<file path="src/rtl/adc0832_pkg.sv">
// rtl/adc0832_pkg.sv - shared types and channel-mux helper for the ADC0832 responder
package adc0832_pkg;

  typedef enum logic [2:0] {
    ST_IDLE,
    ST_WAIT_START,
    ST_GET_SGL,
    ST_GET_ODD,
    ST_SETTLE,
    ST_MSB_OUT,
    ST_LSB_OUT,
    ST_DONE
  } state_e;

  localparam logic SGL_SINGLE = 1'b1;
  localparam logic ODD_CH1    = 1'b1;

  // Differential modes subtract in 9 bits so the borrow flags a negative result.
  function automatic logic [7:0] mux_sel(input logic [1:0] cfg, input logic [7:0] ch0,
                                         input logic [7:0] ch1, input logic clamp);
    logic [8:0] diff;
    if (cfg[1] == SGL_SINGLE) begin
      return (cfg[0] == ODD_CH1) ? ch1 : ch0;
    end
    if (cfg[0] == ODD_CH1) begin
      diff = {1'b0, ch1} - {1'b0, ch0};
    end else begin
      diff = {1'b0, ch0} - {1'b0, ch1};
    end
    if (clamp && diff[8]) begin
      return 8'h00;
    end
    return diff[7:0];
  endfunction

endpackage

</file>
<file path="src/rtl/adc0832_edge_sync.sv">
// rtl/adc0832_edge_sync.sv - input synchronisers and serial-clock edge detect
// SYNC_STAGES = 0 passes the pins straight through for a same-clock master.
module adc0832_edge_sync #(
  parameter int SYNC_STAGES = 2
) (
  input  logic clk,
  input  logic rst,
  input  logic cs,
  input  logic sclk,
  input  logic di,
  output logic cs_s,
  output logic di_s,
  output logic sclk_rise,
  output logic sclk_fall
);

  logic sclk_s;
  logic sclk_prev_q;

  if (SYNC_STAGES == 0) begin : g_bypass
    assign cs_s   = cs;
    assign sclk_s = sclk;
    assign di_s   = di;
  end else begin : g_sync
    logic [SYNC_STAGES-1:0] cs_q;
    logic [SYNC_STAGES-1:0] sclk_q;
    logic [SYNC_STAGES-1:0] di_q;

    // cs resets deselected so a held-low pin still needs a full sync delay.
    always_ff @(posedge clk or posedge rst) begin
      if (rst) begin
        cs_q   <= '1;
        sclk_q <= '0;
        di_q   <= '0;
      end else begin
        for (int i = SYNC_STAGES - 1; i > 0; i--) begin
          cs_q[i]   <= cs_q[i-1];
          sclk_q[i] <= sclk_q[i-1];
          di_q[i]   <= di_q[i-1];
        end
        cs_q[0]   <= cs;
        sclk_q[0] <= sclk;
        di_q[0]   <= di;
      end
    end

    assign cs_s   = cs_q[SYNC_STAGES-1];
    assign sclk_s = sclk_q[SYNC_STAGES-1];
    assign di_s   = di_q[SYNC_STAGES-1];
  end

  always_ff @(posedge clk or posedge rst) begin
    if (rst) begin
      sclk_prev_q <= 1'b0;
    end else begin
      sclk_prev_q <= sclk_s;
    end
  end

  assign sclk_rise = sclk_s & ~sclk_prev_q;
  assign sclk_fall = ~sclk_s & sclk_prev_q;

endmodule

</file>
<file path="src/rtl/adc0832_responder.sv">
// rtl/adc0832_responder.sv - device-side ADC0832 model: frame decode and DO shifter
// Returns the latched sample MSB-first after a leading zero, then bits 1..7 LSB-first.
module adc0832_responder
  import adc0832_pkg::*;
#(
  parameter int SYNC_STAGES = 2,
  parameter int DIFF_CLAMP  = 1
) (
  input  logic       clk,
  input  logic       rst,
  input  logic       cs,
  input  logic       clk_0832,
  input  logic       DI,
  output logic       D0832,
  output logic       D0832_oe,
  input  logic [7:0] ch0_val,
  input  logic [7:0] ch1_val,
  output logic       conv_done,
  output logic       conv_abort,
  output logic [1:0] mux_cfg,
  output logic [7:0] sample_q
);

  logic       cs_s;
  logic       di_s;
  logic       sclk_rise;
  logic       sclk_fall;
  logic       fall_now;
  logic       next_bit;
  state_e     state_q;
  logic       sgl_q;
  logic [2:0] idx_q;
  logic       d_q;
  logic       oe_q;
  logic       done_q;
  logic       abort_q;
  logic [1:0] cfg_q;

  adc0832_edge_sync #(
    .SYNC_STAGES(SYNC_STAGES)
  ) u_sync (
    .clk      (clk),
    .rst      (rst),
    .cs       (cs),
    .sclk     (clk_0832),
    .di       (DI),
    .cs_s     (cs_s),
    .di_s     (di_s),
    .sclk_rise(sclk_rise),
    .sclk_fall(sclk_fall)
  );

  // A deselect in the same cycle as an edge takes priority; the edge is dropped.
  assign fall_now = sclk_fall & ~cs_s;

  always_comb begin
    next_bit = d_q;
    case (state_q)
      ST_SETTLE, ST_DONE:     next_bit = 1'b0;
      ST_MSB_OUT, ST_LSB_OUT: next_bit = sample_q[idx_q];
      default:                next_bit = d_q;
    endcase
  end

  always_ff @(posedge clk or posedge rst) begin
    if (rst) begin
      state_q  <= ST_IDLE;
      sgl_q    <= 1'b0;
      idx_q    <= 3'd0;
      d_q      <= 1'b0;
      oe_q     <= 1'b0;
      done_q   <= 1'b0;
      abort_q  <= 1'b0;
      cfg_q    <= 2'b00;
      sample_q <= 8'h00;
    end else begin
      done_q  <= 1'b0;
      abort_q <= 1'b0;
      if (cs_s) begin
        state_q <= ST_IDLE;
        oe_q    <= 1'b0;
        d_q     <= 1'b0;
        abort_q <= (state_q inside {ST_GET_SGL, ST_GET_ODD, ST_SETTLE, ST_MSB_OUT, ST_LSB_OUT});
      end else begin
        if (fall_now) begin
          d_q <= next_bit;
        end
        case (state_q)
          ST_IDLE: state_q <= ST_WAIT_START;
          ST_WAIT_START: begin
            if (sclk_rise && di_s) begin
              state_q <= ST_GET_SGL;
            end
          end
          ST_GET_SGL: begin
            if (sclk_rise) begin
              sgl_q   <= di_s;
              state_q <= ST_GET_ODD;
            end
          end
          ST_GET_ODD: begin
            if (sclk_rise) begin
              cfg_q    <= {sgl_q, di_s};
              sample_q <= mux_sel({sgl_q, di_s}, ch0_val, ch1_val, DIFF_CLAMP != 0);
              state_q  <= ST_SETTLE;
            end
          end
          ST_SETTLE: begin
            if (fall_now) begin
              oe_q    <= 1'b1;
              idx_q   <= 3'd7;
              state_q <= ST_MSB_OUT;
            end
          end
          ST_MSB_OUT: begin
            if (fall_now) begin
              if (idx_q == 3'd0) begin
                idx_q   <= 3'd1;
                state_q <= ST_LSB_OUT;
              end else begin
                idx_q <= idx_q - 3'd1;
              end
            end
          end
          ST_LSB_OUT: begin
            if (fall_now) begin
              if (idx_q == 3'd7) begin
                done_q  <= 1'b1;
                state_q <= ST_DONE;
              end else begin
                idx_q <= idx_q + 3'd1;
              end
            end
          end
          ST_DONE: begin
            if (fall_now) begin
              oe_q <= 1'b0;
            end
          end
          default: state_q <= ST_IDLE;
        endcase
      end
    end
  end

  assign D0832      = fall_now ? next_bit : d_q;
  assign D0832_oe   = oe_q & ~cs_s;
  assign conv_done  = done_q;
  assign conv_abort = abort_q;
  assign mux_cfg    = cfg_q;

endmodule

</file>
<file path="config.mk">
export PLATFORM = sky130hd
export DESIGN_NAME = adc0832_responder
export DESIGN_NICKNAME = d
export VERILOG_FILES = /design/src/rtl/adc0832_pkg.sv /design/src/rtl/adc0832_edge_sync.sv /design/src/rtl/adc0832_responder.sv
export SDC_FILE = /design/constraint.sdc
export NUM_CORES = 1
export LEC_CHECK = 0
export CAP_MARGIN = 10
export CELL_PAD_IN_SITES_DETAIL_PLACEMENT = 0
export CELL_PAD_IN_SITES_GLOBAL_PLACEMENT = 1
export CORE_ASPECT_RATIO = 0.7
export CORE_UTILIZATION = 43
export DETAILED_ROUTE_END_ITERATION = 10
export DONT_BUFFER_PORTS = 1
export HOLD_SLACK_MARGIN = 0.1
export PLACE_DENSITY = 0.73
export REMOVE_ABC_BUFFERS = 1
export SLEW_MARGIN = 20
export SYNTH_ARGS = -nofsm -noshare
export SYNTH_HDL_FRONTEND = slang
export SYNTH_SLANG_ARGS = --single-unit
</file>
<file path="constraint.sdc">
create_clock -name clk -period 1.7 [get_ports clk]
set_clock_uncertainty 0.15 [all_clocks]
set_input_delay 0.17 -clock clk [delete_from_list [all_inputs] [get_ports clk]]
set_output_delay 0.17 -clock clk [all_outputs]
set_load 0.05 [all_outputs]
</file>
* After elaboration in Yosys (flattened, before gate mapping)
Index checks and enable logic that the tools add are counted.
Word-level totals: RAM bits 0, output and inout bits 14, latch bits 0, logic and storage cells 109, memories kept 0, input bits 21, bits in registers 28, memory bits (read-only) 0
Operators by class: $lt $le $gt $ge 1, multiply operators 0, equality and inequality tests 21, $add $sub $neg 4, multiplexer cells 49, bitwise operators 7, reductions and logical operators 14, shift-type cells 0, divide/modulo/power cells 0
Operators by type and width (number):
- two-way mux 9 bit | 5
- two-way mux 3 bit | 14
- two-way mux 8 bit | 5
- inequality test 3 x 2 -> 1 bit, second input constant | 7
- one-hot mux 3 bit (7 select lines) | 1
- two-way mux 1 bit | 20
- subtractor 8 x 8 -> 9 bit | 2
- equality test 3 bit, second input constant | 5
- one-hot mux 3 bit (3 select lines) | 1
- AND reduction 3 bit | 3
- AND reduction 9 bit | 1
- inequality test 2 bit, second input constant | 4
- nonzero test 8 bit | 1
- equality test 3 x 2 -> 1 bit, second input constant | 2
- logical NOT 3 bit | 2
- inequality test 3 x 1 -> 1 bit, second input constant | 2
- AND reduction 6 bit | 1
- nonzero test 3 bit | 2
- nonzero test 5 bit | 1
- bitwise AND 1 bit | 4
- < comparator 3 x 4 -> 1 bit, second input constant | 1
- one-hot mux 1 bit (2 select lines) | 2
- OR reduction 2 bit | 2
- adder 3 x 1 -> 3 bit, second input constant | 1
- 5 further kinds | 7

* Logic depth before layout (Yosys ltp)
Gate-level depths: netlist of the first run.
depth after elaboration 16, gate-level depth with buffers 9, depth with buffers taken out 9

* By module
Synthesis of the first run repeated with hierarchy kept, for this count alone.
Second synthesis, totals: cell total of the unflattened synthesis 234, area, all modules 2110.8 µm²
By module, submodules not included:
- adc0832_responder | area each 1914.3 µm², cells each 224, instances 1, sequential area each 525.5 µm²
- adc0832_edge_sync | area each 196.4 µm², cells each 10, instances 1, sequential area each 177.7 µm²

* Worst setup path after synthesis of the first run
No wires, ideal clock.
path type reg2reg, from reg sample_q[5], to reg d_q, required time 1.419 ns, setup time 0.131 ns, stages on the path, launching flop included 6, clock period less this slack 2.111 ns, slack -0.411 ns, buffers on the path 0, data arrival time 1.831 ns, cell sequence dfrtp_1 -> mux4_1 -> nand2b_1 -> o221a_1 -> mux2_4 -> nor2b_4
On the way: cells in the longest elaborated chain, start to end 5
RTL lines:
- start, declared | RTL line adc0832_responder.sv:21 | output logic [7:0] sample_q
- start signal, assigned | RTL line adc0832_responder.sv:104 | sample_q <= mux_sel({sgl_q, di_s}, ch0_val, ch1_val, DIFF_CLAMP != 0);
- binary-select mux 1 bit (select 3 bit) | RTL line adc0832_responder.sv:60 | ST_MSB_OUT, ST_LSB_OUT: next_bit = sample_q[idx_q];
- two-way mux 1 bit (implied by the code) | RTL line adc0832_responder.sv:60
- one-hot mux 1 bit (2 select lines) | RTL line adc0832_responder.sv:58 | case (state_q)
- two-way mux 1 bit | RTL line adc0832_responder.sv:85 | if (fall_now) begin
- via D0832 | RTL line adc0832_responder.sv:14 | output logic D0832,
- two-way mux 1 bit | RTL line adc0832_responder.sv:79 | if (cs_s) begin
- end signal, assigned | RTL line adc0832_responder.sv:86 | d_q <= next_bit;
- end, declared | RTL line adc0832_responder.sv:33 | logic d_q;
The timed path passes the listed nets, and every way through them passes these cells. The select of a mux whose other input is x is not followed. A chain may end at the register's enable or synchronous reset.

* Worst setup path after layout of the first run
from reg idx_q[0], to out D0832
On the way: cells in the longest elaborated chain, start to end 4
RTL lines:
- start, declared | RTL line adc0832_responder.sv:32 | logic [2:0] idx_q;
- start signal, assigned | RTL line adc0832_responder.sv:121 | idx_q <= idx_q - 3'd1;
- start signal, assigned | RTL line adc0832_responder.sv:131 | idx_q <= idx_q + 3'd1;
- binary-select mux 1 bit (select 3 bit) | RTL line adc0832_responder.sv:60
- two-way mux 1 bit (implied by the code) | RTL line adc0832_responder.sv:60
- one-hot mux 1 bit (2 select lines) | RTL line adc0832_responder.sv:58
- two-way mux 1 bit
- end, declared | RTL line adc0832_responder.sv:14
Every way passes these cells. The select of a mux whose other input is x is not followed.

==> metrics.md, run 1 <==
| Metric | Value |
|---|---|
| Fin. Hold Viols | `0` |
| Post-synth cell types | `47` |
| Reg2reg start | `idx_q[0]` |
| Initial antenna violation count | `0` |
| Leading area contributor after synthesis | `dfrtp_1` |
| Outcome | `finished with violations` |
| Layout cell share with drive strength beyond 1 | `36.7%` |
| Power per cell area | `1080 nW/µm²` |
| CTS root buffer | `clkbuf_8` |
| Mapped cell area | `2140 µm²` |
| Ant diodes | `0` |
| Antenna viol nets, final | `0` |
| WP data arrival | `1.91 ns` |
| CTS clk-pin slew, worst paths | `0.10 ns` |
| M1 WL | `2.78 mm` |
| Final min period | `2.23 ns` |
| Tcrit/Tclk final | `131%` |
| Metal2 WL | `2.27 mm` |
| Number of endpoints failing setup at the final stage | `15` |
| Critical-path cell list | `mux4_2, nand2b_4, o221a_1, mux2_4, buf_12` |
| Vias per inst | `4.95` |
| Post-Synth XOR/XNOR Area | `2.46%` |
| Cells on worst reg2reg path | `6` |
| PortBufs | `0` |
| Simple-Gate Fraction of Synth Area | `16.8%` |
| TritonRoute pass-1 iters | `4` |
| Leak pwr | `1.46 nW` |
| Clock network latency to the later pin of the worst-skew pair | `0.28 ns` |
| Top routing layer in use | `met4` |
| First-pass GRT wire length | `8.51 mm` |
| Min-Delay Startpoint | `ch0_val[3]` |
| Overflow left after global routing | `0` |
| Data required time at the worst endpoint | `1.38 ns` |
| Failing checks | `negative setup slack` |
| I/O pin cnt | `35` |
| Gpl congestion | `0.802` |
| Max-slew violations | `0` |
| CTS tree | `done` |
| # rows | `21` |
| Seq/Total Area, Yosys | `32.9%` |
| Number of fill cells | `420` |
| Max Cap Violations | `0` |
| Cell Count, Final, Fillers Out | `382` |
| Synth area leaders | `dfrtp_1, ha_1, inv_1` |
| DR WL met3 | `264 µm` |
| CTS Buf Count | `3` |
| Post-Syn Area per Cell | `8.91 µm²` |
| RSZ-0062 raised after global routing | `yes` |
| CP Capture Type | `output pin` |
| Max Freq | `449 MHz` |
| Clk sinks | `28` |
| Setup Slack @ Placement | `-0.426 ns` |
| Chip Height | `61 µm` |
| CP top delay family | `multiplexers` |
| Worst Setup SP | `idx_q[0]` |
| Final total power | `3.34 mW` |
| Most common cell after layout, fill and taps aside | `buf_4` |
| Synth-to-layout area growth | `44.8%` |
| Setup CP Type | `reg -> out` |
| Rel. slew slack | `68.6%` |
| Hold/Removal Path Class | `in -> reg` |
| Final core occ | `64.8%` |
| Largest net degree at the start of global routing | `29` |
| Synth top area share | `30.4%` |
| Final hold slack | `0.141 ns` |
| Worst-path fanout max | `3` |
| Drt wl/cell | `14.0 µm` |
| Asr flop ratio synth | `100%` |
| Post-Place Cells | `356` |
| Tightest Pin Transition | `0.472 ns` |
| Starting density of the core | `44.7%` |
| Worst ir drop on vdd | `0.661 mV` |
| Nets | `359` |
| Crit-path slowest cell | `mux4_2` |
| Number of synthesized flops with an enable pin | `0` |
| CP bufs+invs | `1` |
| Compound-Gate Fraction of Synth Area | `20.4%` |
| Total track usage | `21.1%` |
| # DRC | `0` |
| Post-Synth Adder-Cell Area | `14.7%` |
| Htree depth | `1` |
| CTS max path bufs | `2` |
| Core ar. | `4780 µm²` |
| Post-Synthesis Cells | `240` |
| DP HPWL | `4.01 mm` |
| Synthesis-stage register bit count | `28` |
| Largest family of logic cells by synthesized area | `compound AO/OA/AOI/OAI gates` |
| 1st-iter DRT viols | `88` |
| CP startpoint kind | `register` |
| Vias in the first global route | `1763` |
| Setup WS post-layout | `-0.525 ns` |
| Ys flop type | `dfrtp_1` |
| WL final | `5.36 mm` |
| Crit-path max cell delay | `0.52 ns` |
| Width of the die | `86.3 µm` |
| Most frequent cells in the layout | `buf_4, inv_1, nand2_1, dfrtp_1, nor2_1` |
| Hold path depth | `4` |
| Number of cells on the critical path | `5` |
| Syn. warnings | `0` |
| Fraction of synthesized area in multiplexers | `5.85%` |
| Vias | `1889` |
| Total die area | `5260 µm²` |
[registers in the layout (all words and copies together), names as in the netlist]
register and flops:
u_sync.sclk_prev_q 1, d_q 1, state_q 3, conv_abort 1, oe_q 1, u_sync.g_sync.sclk_q 2
sample_q 8, u_sync.g_sync.cs_q 2, mux_cfg 2, u_sync.g_sync.di_q 2, idx_q 3, sgl_q 1
conv_done 1
[worst min-delay path, cell delays in order]
cell	delay [ns]
inv_1	0.05
o21ai_0	0.09
a21oi_1	0.15
a21oi_1	0.07
[cell usage after synthesis, drive strengths merged (2+ instances only)]
cell      n
mux2      4
dfstp     2
a211oi    5
ha       22
buf       5
nor3b     4
a221oi    4
dfrtp    26
nand2    26
o21ai    23
fa        2
mux2i     2
o2111ai   2
xnor2     4
o211ai    2
a21oi    15
nor2     25
nand3b    3
nor2b     5
nand3     4
nand2b    2
and3      3
inv      27
xor2      2
clkbuf    4
a31oi     2
mux4      2
[where the power goes]
group	switching [mW]	total, mW	leakage [nW]	internal, mW
Sequential	0.185	1.02	0.354	0.832
Combinational	1.02	1.78	1.07	0.761
Clock	0.220	0.536	0.0357	0.316
Total	1.43	3.34	1.46	1.91
[logic make-up (layout without fill, tap and decap cells)]
family	count (synthesis)	after routing
adders and majority gates	24	24
xor gates and xnor gates	6	6
buffers and inverters	36	109
DFF	28	28
muxes	8	8
AOI/OAI and AO/OA	63	63
and+or+nand+nor	75	75
[through the flow]
step / area, µm² / TNS, ns
detailed placement: 2610 / -4.34
finish: 3100 / -2.83
global placement: 2610 / -3.61
CTS: 3010 / -2.52
global route: 3100 / -4.18
floorplan: 2090 / -3.44
[routing by layer]
metal / global-route usage [%] / vias up
li1: - / 979
met5: 0 / -
met2: 30.8 / 39
met4: 3.57 / 0
met3: 4.35 / 4
met1: 32.5 / 867
[final timing paths]
kind | end | slack [ns]
worst max-delay path | D0832 | -0.53
worst min-delay path | sample_q[3] | 0.14
worst max register to register | d_q | -0.27
worst min register to register | u_sync.g_sync.di_q[1] | 0.21
max in group asynchronous | u_sync.g_sync.cs_q[0] | 0.86
min in group asynchronous | u_sync.g_sync.di_q[0] | 0.24
[final cells by class]
cell class / instances / area [µm²] / area share, %
clock buffers: 3 / 41.3 / 1.33
flip-flops and latches: 28 / 704 / 22.7
multi-input cells: 176 / 1480 / 47.7
inverters: 27 / 101 / 3.27
well taps: 69 / 86.3 / 2.79
clock inverters: 1 / 30.0 / 0.970
repair buffers: 78 / 657 / 21.2
[repair_timing]
item,CTS,global route
pin swaps,15,13
cloned,0,0
gates resized for setup,39,15
hold buffers,13,0
buffers inserted,6,3
endpoints found under the hold margin,38,0
endpoints found under the setup margin,15,17
(Power assumes the default switching activity.)
==> inputs of run 2 (changes only) <==
Settings changed: CORE_UTILIZATION 43 to 37, DONT_BUFFER_PORTS 1 to default, PLACE_DENSITY 0.73 to 0.75.
==> metrics.md, run 2 (synthesized netlist as in run 1, its figures left out) <==
| Metric | Value |
|---|---|
| RSZ-0062 raised after global routing | `yes` |
| CP Capture Type | `output pin` |
| Gpl congestion | `0.819 (+2.1%)` |
| Largest registers | `sample_q x8, idx_q x3, state_q x3` |
| Synth-to-layout area growth | `69.2%` |
| Ant diodes | `0 (unchanged)` |
| Core ar. | `5400 µm² (+13%)` |
| Leak pwr | `1.66 nW (+13%)` |
| CTS max path bufs | `2 (unchanged)` |
| Setup CP Type | `reg -> out` |
| CTS root buffer | `clkbuf_8` |
| WL final | `6.10 mm (+14%)` |
| Tcrit/Tclk final | `129% (-1.6 points)` |
| Width of the die | `92.9 µm (+7.6%)` |
| DP HPWL | `3.98 mm (-0.52%)` |
| Largest net degree at the start of global routing | `29 (unchanged)` |
| Tightest Pin Transition | `0.391 ns (-0.0812 ns)` |
| Overflow left after global routing | `0 (unchanged)` |
| Chip Height | `65.6 µm (+7.5%)` |
| Hold/Removal Path Class | `in -> async` |
| Critical-path cell list | `mux4_2, nand2b_4, o221a_1, mux2_4, buf_8` |
| Data required time at the worst endpoint | `1.38 ns (about the same)` |
| Number of endpoints failing setup at the final stage | `15 (unchanged)` |
| Reg with most FFs | `sample_q` |
| CP top delay family | `multiplexers` |
| Worst-path fanout max | `3 (unchanged)` |
| # DRC | `0 (unchanged)` |
| Max reg flops | `8 (unchanged)` |
| CTS tree | `done` |
| Failing checks | `negative setup slack` |
| 1st-iter DRT viols | `55 (-38%)` |
| First-pass GRT wire length | `9.75 mm (+15%)` |
| Sequential power share | `26.1% (-4.4 points)` |
| Antenna viol nets, final | `0 (unchanged)` |
| Cell Count, Final, Fillers Out | `416 (+8.9%)` |
| Initial antenna violation count | `0 (unchanged)` |
| Max Freq | `455 MHz (+1.2%)` |
| Crit-path slowest cell | `mux4_2` |
| Max Cap Violations | `0 (unchanged)` |
| Clk sinks | `28 (unchanged)` |
| Vias in the first global route | `2050 (+16%)` |
| # rows | `22 (+4.8%)` |
| CTS clk-pin slew, worst paths | `0.10 ns (about the same)` |
| Clock network latency to the later pin of the worst-skew pair | `0.27 ns (about the same)` |
| Max-slew violations | `0 (unchanged)` |
| Starting density of the core | `39.6% (-5.1 points)` |
| Total die area | `6090 µm² (+16%)` |
| Drt wl/cell | `14.7 µm (+4.5%)` |
| Outcome | `finished with violations` |
| I/O pin cnt | `35 (unchanged)` |
| Fraction of power spent switching nets | `42.1% (-0.67 points)` |
| WP data arrival | `1.88 ns (-0.03 ns)` |
| Crit-path max cell delay | `0.49 ns (-0.03 ns)` |
| Net Switching | `1.57 mW (+10%)` |
| Sum of negative setup slack | `-3.30 ns (-0.478 ns)` |
| Rel. slew slack | `74.0% (+5.4 points)` |
| Final min period | `2.20 ns (-0.0269 ns)` |
| Vias | `2096 (+11%)` |
| Number of fill cells | `426 (+1.4%)` |
| Cell internal pwr | `2.16 mW (+13%)` |
| Reg area | `706 µm² (+0.18%)` |
| PortBufs | `34 (+34)` |
| Area of the multi-input gates | `1690 µm² (+15%)` |
| CP startpoint kind | `register` |
| Total track usage | `20.3% (-0.83 points)` |
| Vias per inst | `5.04 (+1.9%)` |
| Power per cell area | `1030 nW/µm² (-4.2%)` |
| TritonRoute pass-1 iters | `4 (unchanged)` |
| Comb power frac | `59.9% (+6.4 points)` |
| Worst ir drop on vdd | `0.547 mV (-17%)` |
| Fin. Hold Viols | `0 (unchanged)` |
| Most frequent cells in the layout | `buf_4, nand2_1, dfrtp_1, nor2_1, inv_1` |
| CP bufs+invs | `1 (unchanged)` |
| Setup WS post-layout | `-0.498 ns (+0.0269 ns)` |
| Most common cell after layout, fill and taps aside | `buf_4` |
| Htree depth | `1 (unchanged)` |
| Clock network power share | `14.0% (-2.1 points)` |
| Post-Place Cells | `397 (+12%)` |
| CTS Buf Count | `3 (unchanged)` |
| Nets | `390 (+8.6%)` |
| Layout cell share with drive strength beyond 1 | `52.9% (+16 points)` |
==> run 2: path summary, 6_finish.rpt <==
path                                         start                 endpoint  slack, ns  cells past startpoint
max                                       idx_q[0]                    D0832      -0.50                      5
min                                            rst  u_sync.g_sync.sclk_q[1]       0.11                      3
max reg2reg                  u_sync.g_sync.di_q[1]              sample_q[2]      -0.31                      7
min reg2reg                u_sync.g_sync.sclk_q[0]  u_sync.g_sync.sclk_q[1]       0.20                      0
max in group asynchronous                      rst    u_sync.g_sync.cs_q[1]       0.98                      3
min in group clk                                cs    u_sync.g_sync.cs_q[0]       0.15                      1
==> run 2: layout make-up <==
cell class | count | area share [%]
clock inverter | 1 | 0.830
sequential | 28 | 19.5
timing repair buffer | 109 | 26.4
tap | 72 | 2.49
multi-input combinational | 176 | 46.8
clock buffer | 3 | 1.14
inverter | 27 | 2.87
==> run 2: power by group through the flow <==
stage | Combinational [mW] | Sequential, mW | Clock, mW
CTS | 2.01 | 0.958 | 0.537
global placement | 1.80 | 0.959 | 0
finish | 2.23 | 0.973 | 0.524
detailed placement | 1.80 | 0.954 | 0
floorplan | 0.606 | 1.37 | 0
global route | 2.38 | 0.993 | 0.552
==> run 2: worst register-to-register path, delay by kind of cell (launching register included) <==
kind                   cells  cell delay [ns]
and+or+nand+nor            1             0.09
buffers and inverters      2             0.30
muxes                      1             0.32
AOI/OAI and AO/OA          3             0.60
DFF                        1             0.44
==> run 2: what timing repair did <==
item                                    CTS  global route
gates cloned                              2             0
hold buffers                              0             0
resized for setup                        96            39
endpoints found under the setup margin   17            17
setup buffers                             7             6
pin swaps                                28            14
==> run 2: metrics by stage <==
stage / power (mW) / util (%) / hold WS, ns / worst slack (ns) / instance area, µm²
3_5_place_dp: 2.76 / 54.7 / 0.188 / -0.920 / 2950
2_1_floorplan: 1.97 / - / 0.0245 / -0.432 / 2090
4_1_cts: 3.51 / 63.1 / 0.117 / -0.541 / 3400
6_report: 3.73 / 67.0 / 0.109 / -0.498 / 3620
5_1_grt: 3.93 / 67.0 / 0.141 / -0.557 / 3620
3_3_place_gp: 2.75 / 54.7 / 0.181 / -0.907 / 2950
==> run 2: layer usage <==
metal,routed length (µm),share of wire [%],vias up,global-route usage [%]
met5,0,0,-,0
met4,31,0.51,0,1.15
met3,143,2.3,4,2.66
met2,2940,48,33,34.1
met1,2980,49,1021,29.2
li1,-,-,1038,-
==> inputs of run 3 (changes only) <==
==> constraint.sdc (replaced) <==
create_clock -name clk -period 2 [get_ports clk]
set_clock_uncertainty 0.15 [all_clocks]
set_input_delay 0.2 -clock clk [delete_from_list [all_inputs] [get_ports clk]]
set_output_delay 0.2 -clock clk [all_outputs]
set_load 0.02 [all_outputs]
==> metrics.md, run 3 (synthesized netlist as in run 1, its figures left out) <==
| Metric | Value |
|---|---|
| Outcome | `finished with violations` |
| Failing checks | `negative setup slack` |
| Nets | `373 (-4.4%)` |
| Crit-path max cell delay | `0.51 ns (+0.02 ns)` |
| Final min period | `2.22 ns` |
| Most frequent cells in the layout | `buf_4, nand2_1, dfrtp_1, nor2_1, inv_1` |
| Number of fill cells | `479 (+12%)` |
| Antenna viol nets, final | `0 (unchanged)` |
| Setup WS post-layout | `-0.223 ns (+0.275 ns)` |
| Final total power | `2.78 mW (-25%)` |
| Fin. Hold Viols | `0 (unchanged)` |
| Worst ir drop on vdd | `0.506 mV (-7.5%)` |
| TritonRoute pass-1 iters | `4 (unchanged)` |
| Max Freq | `450 MHz` |
| Vias per inst | `5.02 (-0.37%)` |
| Clock network latency to the later pin of the worst-skew pair | `0.28 ns (about the same)` |
| Total track usage | `19.1% (-1.2 points)` |
| # DRC | `0 (unchanged)` |
| Vias in the first global route | `1992 (-2.8%)` |
| Number of endpoints failing setup at the final stage | `2 (-13)` |
| Critical-path cell list | `mux4_2, nand2b_4, o221a_1, mux2_4, buf_6` |
| Flop2flop setup slack | `-0.06 ns (+0.25 ns)` |
| CTS max path bufs | `2 (unchanged)` |
| Gpl congestion | `0.800 (-2.3%)` |
| # rows | `22 (unchanged)` |
| Final hold slack | `0.130 ns (+0.0206 ns)` |
| CTS clk-pin slew, worst paths | `0.10 ns (about the same)` |
| Initial antenna violation count | `0 (unchanged)` |
| Chip Height | `65.6 µm (unchanged)` |
| Width of the die | `92.9 µm (unchanged)` |
| Largest net degree at the start of global routing | `29 (unchanged)` |
| Worst-path fanout max | `3 (unchanged)` |
| Vias | `2003 (-4.4%)` |
| Tightest Pin Transition | `0.450 ns (+0.0593 ns)` |
| Total die area | `6090 µm² (unchanged)` |
| Leak pwr | `1.56 nW (-5.7%)` |
| RSZ-0062 raised after global routing | `yes` |
| CTS tree | `done` |
| Synth-to-layout area growth | `55.2%` |
| Tcrit/Tclk final | `111%` |
| WP data arrival | `1.87 ns (about the same)` |
| 1st-iter DRT viols | `77 (+40%)` |
| Hold/Removal Path Class | `in -> async` |
| Rel. slew slack | `70.0% (-4.0 points)` |
| Max-slew violations | `0 (unchanged)` |
| DP HPWL | `4.03 mm (+1.3%)` |
| Drt wl/cell | `13.7 µm (-6.5%)` |
| Cells on worst reg2reg path | `10 (+3)` |
| Layout cell share with drive strength beyond 1 | `39.8% (-13 points)` |
| I/O pin cnt | `35 (unchanged)` |
| Max Cap Violations | `0 (unchanged)` |
| Core ar. | `5400 µm² (unchanged)` |
| Clk sinks | `28 (unchanged)` |
| CP Capture Type | `output pin` |
| First-pass GRT wire length | `9.26 mm (-5.0%)` |
| Starting density of the core | `39.6% (unchanged)` |
| WL final | `5.47 mm (-10%)` |
| Reg2reg start | `idx_q[0]` |
| PortBufs | `34 (unchanged)` |
| Most common cell after layout, fill and taps aside | `buf_4` |
| Max reg flops | `8 (unchanged)` |
| Crit-path slowest cell | `mux4_2` |
| CP startpoint kind | `register` |
| Overflow left after global routing | `0 (unchanged)` |
| Worst setup path endpoint | `D0832` |
| Data required time at the worst endpoint | `1.65 ns (+0.27 ns)` |
| Cts hold-fix bufs | `0 (unchanged)` |
| Largest registers | `sample_q x8, idx_q x3, state_q x3` |
| Power per cell area | `839 nW/µm² (-19%)` |
| Htree depth | `1 (unchanged)` |
| Worst Setup SP | `idx_q[0]` |
| Worst r2r dst | `state_q[1]` |
| CTS Buf Count | `3 (unchanged)` |
| Setup CP Type | `reg -> out` |
| CTS root buffer | `clkbuf_8` |
| Reg with most FFs | `sample_q` |
| Ant diodes | `0 (unchanged)` |
run 3: cell types whose count changed in the layout (fill, tap and decap cells not counted), moves of 4 or more:
cell             previous run  this run
dlygate4sd2_1              12         6
clkdlybuf4s50_1             4        16
o21ai_2                     8         3
buf_6                      10         3
o21ai_0                    12        16
dlymetal6s2s_1              0         7
buf_4                      74        55
run 3: report_power, final:
| group | internal, mW | switching, mW | total, mW | leakage (nW) |
|---|---|---|---|---|
| clock network | 0.268 | 0.183 | 0.451 | 0.0357 |
| logic | 0.775 | 0.733 | 1.51 | 1.17 |
| registers | 0.708 | 0.118 | 0.826 | 0.354 |
| total | 1.75 | 1.03 | 2.78 | 1.56 |
run 3: worst min path at each step:
stage,endpoint,depth (start not counted)
5_1_grt,u_sync.g_sync.di_q[0],3
2_1_floorplan,u_sync.g_sync.cs_q[0],0
6_report,u_sync.g_sync.di_q[0],3
4_1_cts,u_sync.g_sync.di_q[0],3
3_3_place_gp,u_sync.g_sync.sclk_q[1],0
3_5_place_dp,u_sync.g_sync.di_q[1],0
run 3: area by class of cell:
class	count	area [µm²]	area share (%)
timing repair buffer	92	792	23.9
clock buffer	3	41.3	1.24
multi-input combinational	176	1560	47.0
inverter	27	101	3.05
clock inverter	1	30.0	0.905
sequential	28	704	21.2
tap	72	90.1	2.71
run 3: per-layer routing:
layer / GRT usage, % / vias up / part of all wire [%]
li1: - / 1006 / -
met3: 2.66 / 6 / 3.4
met1: 27.7 / 957 / 50
met4: 3.85 / 0 / 1.2
met5: 0 / - / 0
met2: 30.4 / 34 / 45
run 3: timing repair:
item / CTS / global route
gates cloned: 0 / 0
gates resized for setup: 62 / 36
setup endpoints to repair: 9 / 14
pin swaps: 19 / 21
setup buffers: 4 / 3
run 3: stage by stage:
| stage | TNS (ns) | std cells | worst slack [ns] | instance area (µm²) | utilization, % |
|---|---|---|---|---|---|
| after floorplan | -0.465 | 231 | -0.132 | 2090 | - |
| after global placement | -4.67 | 389 | -0.606 | 2930 | 54.2 |
| after detailed placement | -4.94 | 389 | -0.639 | 2930 | 54.2 |
| after CTS | -0.289 | 397 | -0.277 | 3210 | 59.5 |
| after global routing | -0.746 | 399 | -0.295 | 3320 | 61.5 |
| final | -0.285 | 399 | -0.223 | 3320 | 61.5 |
run 3: critical path: cells and delay by family (launching register included):
family,cells,cell delay (ns)
buffers and inverters,1,0.13
AO/OA/AOI/OAI,1,0.12
multiplexers,2,0.78
AND/OR/NAND/NOR,1,0.15
flip-flops,1,0.42
